==> src/rtl/matrix_mac_sequencer_if.sv <==
// Control bundle between the MAC sequencer (master) and its job, operand and result peers (slave).
`timescale 1ns/1ps
interface matrix_mac_sequencer_if #(
  parameter int PASS_WIDTH = 8
);
  logic                  cmd_valid;
  logic                  cmd_ready;
  logic [PASS_WIDTH-1:0] cmd_passes;
  logic                  op_valid;
  logic                  op_ready;
  logic                  mac_clear;
  logic                  mac_enable;
  logic                  res_valid;
  logic                  res_ready;
  logic                  busy;
  logic [PASS_WIDTH-1:0] pass_count;

  modport master (
    input  cmd_valid, cmd_passes, op_valid, res_ready,
    output cmd_ready, op_ready, mac_clear, mac_enable, res_valid, busy, pass_count
  );

  modport slave (
    output cmd_valid, cmd_passes, op_valid, res_ready,
    input  cmd_ready, op_ready, mac_clear, mac_enable, res_valid, busy, pass_count
  );
endinterface

==> src/rtl/matrix_mac_sequencer.sv <==
// 4x4 MAC job sequencer: clear, one enable per accepted tile pair, drain MAC_LATENCY, then result handshake.
// Cmd fire to res_valid is 2+P+MAC_LATENCY cycles at full rate; stalls on op_valid low and holds res_valid until res_ready.
`timescale 1ns/1ps
module matrix_mac_sequencer #(
  parameter int PASS_WIDTH  = 8,
  parameter int MAC_LATENCY = 1
) (
  input  logic                    clock,
  input  logic                    reset,
  matrix_mac_sequencer_if.master  ctrl_io
);

  typedef enum logic [2:0] {
    IDLE  = 3'd0,
    CLEAR = 3'd1,
    ACCUM = 3'd2,
    DRAIN = 3'd3,
    DONE  = 3'd4
  } state_e;

  localparam logic [3:0] DRAIN_LOAD = 4'(MAC_LATENCY);

  state_e                state_q, state_d;
  logic [PASS_WIDTH-1:0] passes_q, passes_d;
  logic [PASS_WIDTH-1:0] pass_count_q, pass_count_d;
  logic [3:0]            drain_q, drain_d;

  always_ff @(posedge clock) begin
    if (!reset) begin
      state_q      <= IDLE;
      passes_q     <= '0;
      pass_count_q <= '0;
      drain_q      <= '0;
    end else begin
      state_q      <= state_d;
      passes_q     <= passes_d;
      pass_count_q <= pass_count_d;
      drain_q      <= drain_d;
    end
  end

  always_comb begin
    state_d      = state_q;
    passes_d     = passes_q;
    pass_count_d = pass_count_q;
    drain_d      = drain_q;
    unique case (state_q)
      IDLE: begin
        if (ctrl_io.cmd_valid) begin
          passes_d     = ctrl_io.cmd_passes;
          pass_count_d = '0;
          state_d      = CLEAR;
        end
      end
      CLEAR: begin
        state_d = (passes_q == '0) ? DONE : ACCUM;
      end
      ACCUM: begin
        if (ctrl_io.op_valid) begin
          pass_count_d = pass_count_q + 1'b1;
          // Comparing the incremented count avoids the passes_q-1 underflow case entirely.
          if ((pass_count_q + 1'b1) == passes_q) begin
            if (MAC_LATENCY > 0) begin
              state_d = DRAIN;
              drain_d = DRAIN_LOAD;
            end else begin
              state_d = DONE;
            end
          end
        end
      end
      DRAIN: begin
        drain_d = drain_q - 1'b1;
        if (drain_q <= 4'd1) begin
          state_d = DONE;
        end
      end
      DONE: begin
        if (ctrl_io.res_ready) begin
          state_d = IDLE;
        end
      end
      default: state_d = IDLE;
    endcase
  end

  always_comb begin
    ctrl_io.cmd_ready  = (state_q == IDLE);
    ctrl_io.op_ready   = (state_q == ACCUM);
    ctrl_io.mac_clear  = (state_q == CLEAR);
    ctrl_io.mac_enable = (state_q == ACCUM) && ctrl_io.op_valid;
    ctrl_io.res_valid  = (state_q == DONE);
    ctrl_io.busy       = (state_q != IDLE);
    ctrl_io.pass_count = pass_count_q;
  end

endmodule

==> src/flat_wrapper.sv <==
// flat-port wrapper written by rule: the top's interface ports become plain ports
module matrix_mac_sequencer_flat 
#(
  parameter int PASS_WIDTH  = 8,
  parameter int MAC_LATENCY = 1
)
  (clock, reset, ctrl_io_cmd_valid, ctrl_io_cmd_passes, ctrl_io_op_valid, ctrl_io_res_ready, ctrl_io_cmd_ready, ctrl_io_op_ready, ctrl_io_mac_clear, ctrl_io_mac_enable, ctrl_io_res_valid, ctrl_io_busy, ctrl_io_pass_count);
  matrix_mac_sequencer_if #(.PASS_WIDTH(PASS_WIDTH)) ctrl_io_i ();
  input  logic clock;
  input  logic reset;
  input wire logic [$bits(ctrl_io_i.cmd_valid)-1:0] ctrl_io_cmd_valid;
  input wire logic [$bits(ctrl_io_i.cmd_passes)-1:0] ctrl_io_cmd_passes;
  input wire logic [$bits(ctrl_io_i.op_valid)-1:0] ctrl_io_op_valid;
  input wire logic [$bits(ctrl_io_i.res_ready)-1:0] ctrl_io_res_ready;
  output wire logic [$bits(ctrl_io_i.cmd_ready)-1:0] ctrl_io_cmd_ready;
  output wire logic [$bits(ctrl_io_i.op_ready)-1:0] ctrl_io_op_ready;
  output wire logic [$bits(ctrl_io_i.mac_clear)-1:0] ctrl_io_mac_clear;
  output wire logic [$bits(ctrl_io_i.mac_enable)-1:0] ctrl_io_mac_enable;
  output wire logic [$bits(ctrl_io_i.res_valid)-1:0] ctrl_io_res_valid;
  output wire logic [$bits(ctrl_io_i.busy)-1:0] ctrl_io_busy;
  output wire logic [$bits(ctrl_io_i.pass_count)-1:0] ctrl_io_pass_count;
  assign ctrl_io_i.cmd_valid = ctrl_io_cmd_valid;
  assign ctrl_io_i.cmd_passes = ctrl_io_cmd_passes;
  assign ctrl_io_i.op_valid = ctrl_io_op_valid;
  assign ctrl_io_i.res_ready = ctrl_io_res_ready;
  assign ctrl_io_cmd_ready = ctrl_io_i.cmd_ready;
  assign ctrl_io_op_ready = ctrl_io_i.op_ready;
  assign ctrl_io_mac_clear = ctrl_io_i.mac_clear;
  assign ctrl_io_mac_enable = ctrl_io_i.mac_enable;
  assign ctrl_io_res_valid = ctrl_io_i.res_valid;
  assign ctrl_io_busy = ctrl_io_i.busy;
  assign ctrl_io_pass_count = ctrl_io_i.pass_count;
  matrix_mac_sequencer #(.PASS_WIDTH(PASS_WIDTH), .MAC_LATENCY(MAC_LATENCY)) u_core (.clock(clock), .reset(reset), .ctrl_io(ctrl_io_i));
endmodule
==> config.mk <==
export PLATFORM = sky130hd
export DESIGN_NAME = matrix_mac_sequencer_flat
export DESIGN_NICKNAME = d
export VERILOG_FILES = /design/src/rtl/matrix_mac_sequencer_if.sv /design/src/rtl/matrix_mac_sequencer.sv /design/src/flat_wrapper.sv
export SDC_FILE = /design/constraint.sdc
export NUM_CORES = 1
export LEC_CHECK = 0
export ABC_AREA = 1
export CELL_PAD_IN_SITES_DETAIL_PLACEMENT = 1
export CELL_PAD_IN_SITES_GLOBAL_PLACEMENT = 1
export CORE_UTILIZATION = 38
export CTS_BUF_LIST = sky130_fd_sc_hd__clkbuf_16
export DETAILED_ROUTE_END_ITERATION = 10
export GPL_TIMING_DRIVEN = 1
export PLACE_DENSITY_LB_ADDON = 0.1
export SYNTH_ARGS = -nofsm -noshare
export SYNTH_HDL_FRONTEND = slang
export SYNTH_SLANG_ARGS = --single-unit
==> constraint.sdc <==
create_clock -name clock -period 5.25 [get_ports clock]
set_clock_uncertainty 0.15 [all_clocks]
set_input_delay 1.05 -clock clock [delete_from_list [all_inputs] [get_ports clock]]
set_output_delay 1.05 -clock clock [all_outputs]
set_load 0.01 [all_outputs]
# After elaboration in Yosys (flattened, before gate mapping)
# Index checks and enable logic that the tools add are counted.
[classes]
muxes = 13
eq_ne = 10
order_cmp = 1
n_addsub = 2
reduce_logical = 10
[op_table]
columns = ["operator", "n"]
rows = [
  ["3-bit 2-to-1 mux", 6],
  ["8-bit 2-to-1 mux", 2],
  ["8-bit case mux with 2 select lines", 1],
  ["3-bit case mux with 5 select lines", 1],
  ["8-bit by 1-bit adder with 8-bit output, second input constant", 1],
  ["8-bit == test", 1],
  ["8-bit logical NOT", 1],
  ["4-bit 2-to-1 mux", 2],
  ["4-bit case mux with 2 select lines", 1],
  ["3-bit by 2-bit == test with 1-bit output, second input constant", 2],
  ["2-bit != test, second input constant", 3],
  ["3-bit AND reduction", 2],
  ["5-bit AND reduction", 1],
  ["4-bit by 1-bit <= comparator with 1-bit output, second input constant", 1],
  ["2-bit by 1-bit != test with 1-bit output, second input constant", 2],
  ["2-bit nonzero test", 2],
  ["4-bit by 1-bit subtractor with 4-bit output, second input constant", 1],
  ["3-bit by 1-bit == test with 1-bit output, second input constant", 1],
  ["3-bit == test, second input constant", 1],
  ["3-bit logical NOT", 1],
  ["3-bit nonzero test", 1],
  ["2-bit AND reduction", 1],
  ["1-bit logical AND", 1],
]
[word_totals]
input_bits = 13
word_cells = 40
out_inout_bits = 14
ff_bits = 23

# Depth between registers and ports, before layout
[logic_depth]
depth_word = 5
ltp_mapped = 14
ltp_nobuf = 14

# Worst setup path after synthesis
# No wires, ideal clock.
[synth_timing]
path_type = "input port to output port"
from = "input ctrl_io_op_valid"
to = "output ctrl_io_mac_enable"
arrival_ns = 1.351
stages = 2
path_slack_ns = 2.699
required_time_ns = 4.050
path_buffers = 0
path_cell_list = "inv_1 -> nor2_2"
[synth_between]
elab_chain_cells = 1
[synth_rtl]
columns = ["item", "line_no", "rtl"]
rows = [
  ["start: declaration", "flat_wrapper.sv:13", "input wire logic [$bits(ctrl_io_i.op_valid)-1:0] ctrl_io_op_valid;"],
  ["1-bit logical AND", "matrix_mac_sequencer.sv:91", "ctrl_io.mac_enable = (state_q == ACCUM) && ctrl_io.op_valid;"],
  ["end: declaration", "flat_wrapper.sv:18", "output wire logic [$bits(ctrl_io_i.mac_enable)-1:0] ctrl_io_mac_enable;"],
]
# Every way passes these cells.

# Worst setup path in the final report
# Ends and elaborated chain as after synthesis.

==> impl_results.md <==
- Die Span X: slightly above 60 um
- Worst EP required: 4.05 ns
- Core Region: 3420 um^2
- Clk sink count: 23
- Number of synthesis warnings: 0
- Die Height: 62.3 um
- FILL cells: 479
- Setup WS post-layout: 1.48 ns
- CTS buffer count: 3
- H-tree depth: 1
- FMAX: 266 MHz
- Root Buffer: clkbuf_16
- Status: complete, no violations
- Nets@finish: 258
- Critical path class: input port to primary output
- Remaining DRCs: 0
- Biggest fanout along the worst timing path: 9
- Fin area: 1770 um^2
- RSZ-0062 raised after global routing: false
- Syn Nets: 229
- Synth unique cells: 25
- First-pass GRT wire length: 6630 um
- DRT antenna net count: 0
- Initial antenna violation count: 0
- RePlAce Congestion: a little under 0.8
- First-pass iteration count of the detailed router: 4
- Pre-CTS setup slack: ~1.5 ns
- Die Area: a little under 4000 um^2
- Vias in the first global route: 1,496
- Row count: 21
- Global route overflow: 0
- ANT cells: 0
- All-layer global routing usage: 21.2%
- Post-route setup TNS: 0 ns
- # IOs: 27
- Fraction of layout cells with a size suffix above 1: 8.30%
- R2R setup slack: 3.01 ns
- Setup crit end kind: primary output
- Via count: 1,476
- CTS tree: done
- # resized after CTS: 0
- Largest net degree at the start of global routing: 17
- P per Cell Area: 440 nW/um^2
- Final period util: approximately 72%
- Cts hold-fix bufs: 0
- Synthesized area per cell: 6.50 um^2
- Worst min-delay path class: flop to flop
- Routed vias/inst: 5.14
- Clk_lat worst skew: 0.26 ns
- Drt total wl: 3950 um
- Pleak: 0.765 nW
- Setup Buffers After CTS: 0
- Critical path arrival: 2.57 ns
- Worst vdd ir: 0.194 mV
- Startpoint types: input port
- Initial DRC Count: 43
- CTS clk-pin slew, worst paths: about 0.060 ns
- Number of synthesized register bits: 23
- HPWL after DPL: 3110 um
- Initial Utilization: about two fifths
- Hold slack: 0.363 ns
- Cell Area, Placed: 1690 um^2
- Fin crit period: 3.77 ns
- Area Growth Syn to Fin: 27.6%
- Max_slew headroom: 63.1%
- Clock Tree Buf Depth: 2
- Final hold viol count: 0
- Sequential area share after synthesis: between 30% and 40%
- I/O Buffers: 26
- Area of the mapped netlist: 1380 um^2
- Slew Limit Fails: 0
- Final setup violation count: 0
- Post-Syn Instances: 213
- Wire per inst: 13.8 um
- Least-Margin Pin Slew: 0.551 ns
- Max Cap Violations: 0
==> synth_stat cells, drive strengths merged <==
master	number	share of area (%)
dfxtp	23	33
ha	3	2.7
inv	33	9.0
or2	3	1.4
a31oi	1	0.45
buf	2	1.2
o21ai	12	4.3
xnor2	1	0.63
nand2	46	13
xor2	1	0.63
nor3	3	1.1
o211a	1	0.72
and2	1	0.45
nor4	2	0.90
a21oi	20	7.5
nand4	5	2.3
o41ai	1	0.63
nand3	28	10
nor2	27	9.6
==> flip-flops by register name, indices dropped and copies added, names as in the netlist <==
name and count:
u_core.ctrl_io.pass_count 8, u_core.drain_q 4, u_core.passes_q 8, u_core.state_q 3
==> cell type report <==
| cell class | count | area, um^2 | area share [%] |
|---|---|---|---|
| multi-input cells | 155 | 783 | 44.4 |
| flip-flops and latches | 23 | 460 | 26.1 |
| repair buffers | 26 | 260 | 14.7 |
| inverters | 33 | 124 | 7.02 |
| clock buffers | 3 | 75.1 | 4.25 |
| well taps | 46 | 57.6 | 3.26 |
| clock inverters | 1 | 5.00 | 0.283 |
==> power breakdown <==
| part | switching (W) | internal (W) | leakage [nW] |
|---|---|---|---|
| registers | 0.0000422 | 0.000215 | 0.188 |
| clock network | 0.0000659 | 0.000103 | 0.0409 |
| logic | 0.000208 | 0.000144 | 0.536 |
| total | 0.000316 | 0.000461 | 0.765 |
==> cells by family (layout without fill, tap and decap cells) <==
logic type	count (synthesis)	in the layout	share of synthesized area (%)
xor gates and xnor gates	2	2	1.27
and+or+nand+nor	115	115	39.0
buffers and inverters	35	63	10.1
adders and majority gates	3	3	2.71
DFF	23	23	33.3
AOI/OAI and AO/OA	35	35	13.7
==> placed cells by master, fill, tap and decap left out <==
| master | netlist | routed |
|---|---|---|
| nand2_1 | 42 | 42 |
| inv_1 | 32 | 32 |
| nand3_1 | 28 | 28 |
| clkdlybuf4s50_1 | 0 | 26 |
| dfxtp_1 | 23 | 23 |
| nor2_1 | 20 | 20 |
| a21oi_1 | 19 | 19 |
| o21ai_0 | 12 | 12 |
| nor2_2 | 6 | 6 |
| nand4_1 | 5 | 5 |
| nand2_2 | 4 | 4 |
| nor3_1 | 3 | 3 |
| or2_2 | 3 | 3 |
| ha_1 | 3 | 3 |
| clkbuf_16 | 0 | 3 |
| nor4_1 | 2 | 2 |
| inv_2 | 1 | 1 |
| nor2_8 | 1 | 1 |
| and2_1 | 1 | 1 |
| o211a_1 | 1 | 1 |
| xnor2_1 | 1 | 1 |
| xor2_1 | 1 | 1 |
| a21oi_2 | 1 | 1 |
| o41ai_1 | 1 | 1 |
| a31oi_1 | 1 | 1 |
| clkinv_2 | 0 | 1 |
==> layer usage <==
| layer | GRT usage, % | up-vias | share of wire [%] |
|---|---|---|---|
| li1 | - | 748 | - |
| met1 | 27.1 | 701 | 48 |
| met2 | 37.4 | 23 | 48 |
| met3 | 3.31 | 4 | 3.1 |
| met4 | 4.07 | 0 | 0.79 |
| met5 | 0 | - | 0 |
==> worst max-delay path: stages <==
cell	delay [ns]
clkdlybuf4s50_1	0.48
inv_1	0.06
nor2_2	0.35
clkdlybuf4s50_1	0.63
==> path summary, 6_finish.rpt <==
path,startpoint,to,depth (start not counted)
setup reg to reg,u_core.ctrl_io.pass_count[0],u_core.state_q[0],11
hold / removal,u_core.passes_q[2],u_core.passes_q[2],2
setup / recovery,ctrl_io_op_valid,ctrl_io_mac_enable,4
hold reg to reg,u_core.passes_q[2],u_core.passes_q[2],2
==> per-stage QoR <==
step	power, W	util [%]	std cells
floorplan	0.000477	-	213
CTS	0.000784	51.7	287
finish	0.000778	51.7	287
detailed placement	0.000616	49.3	283
global placement	0.000595	49.3	283
global route	0.000839	51.7	287
No activity file was read; power rests on OpenSTA's default activity.
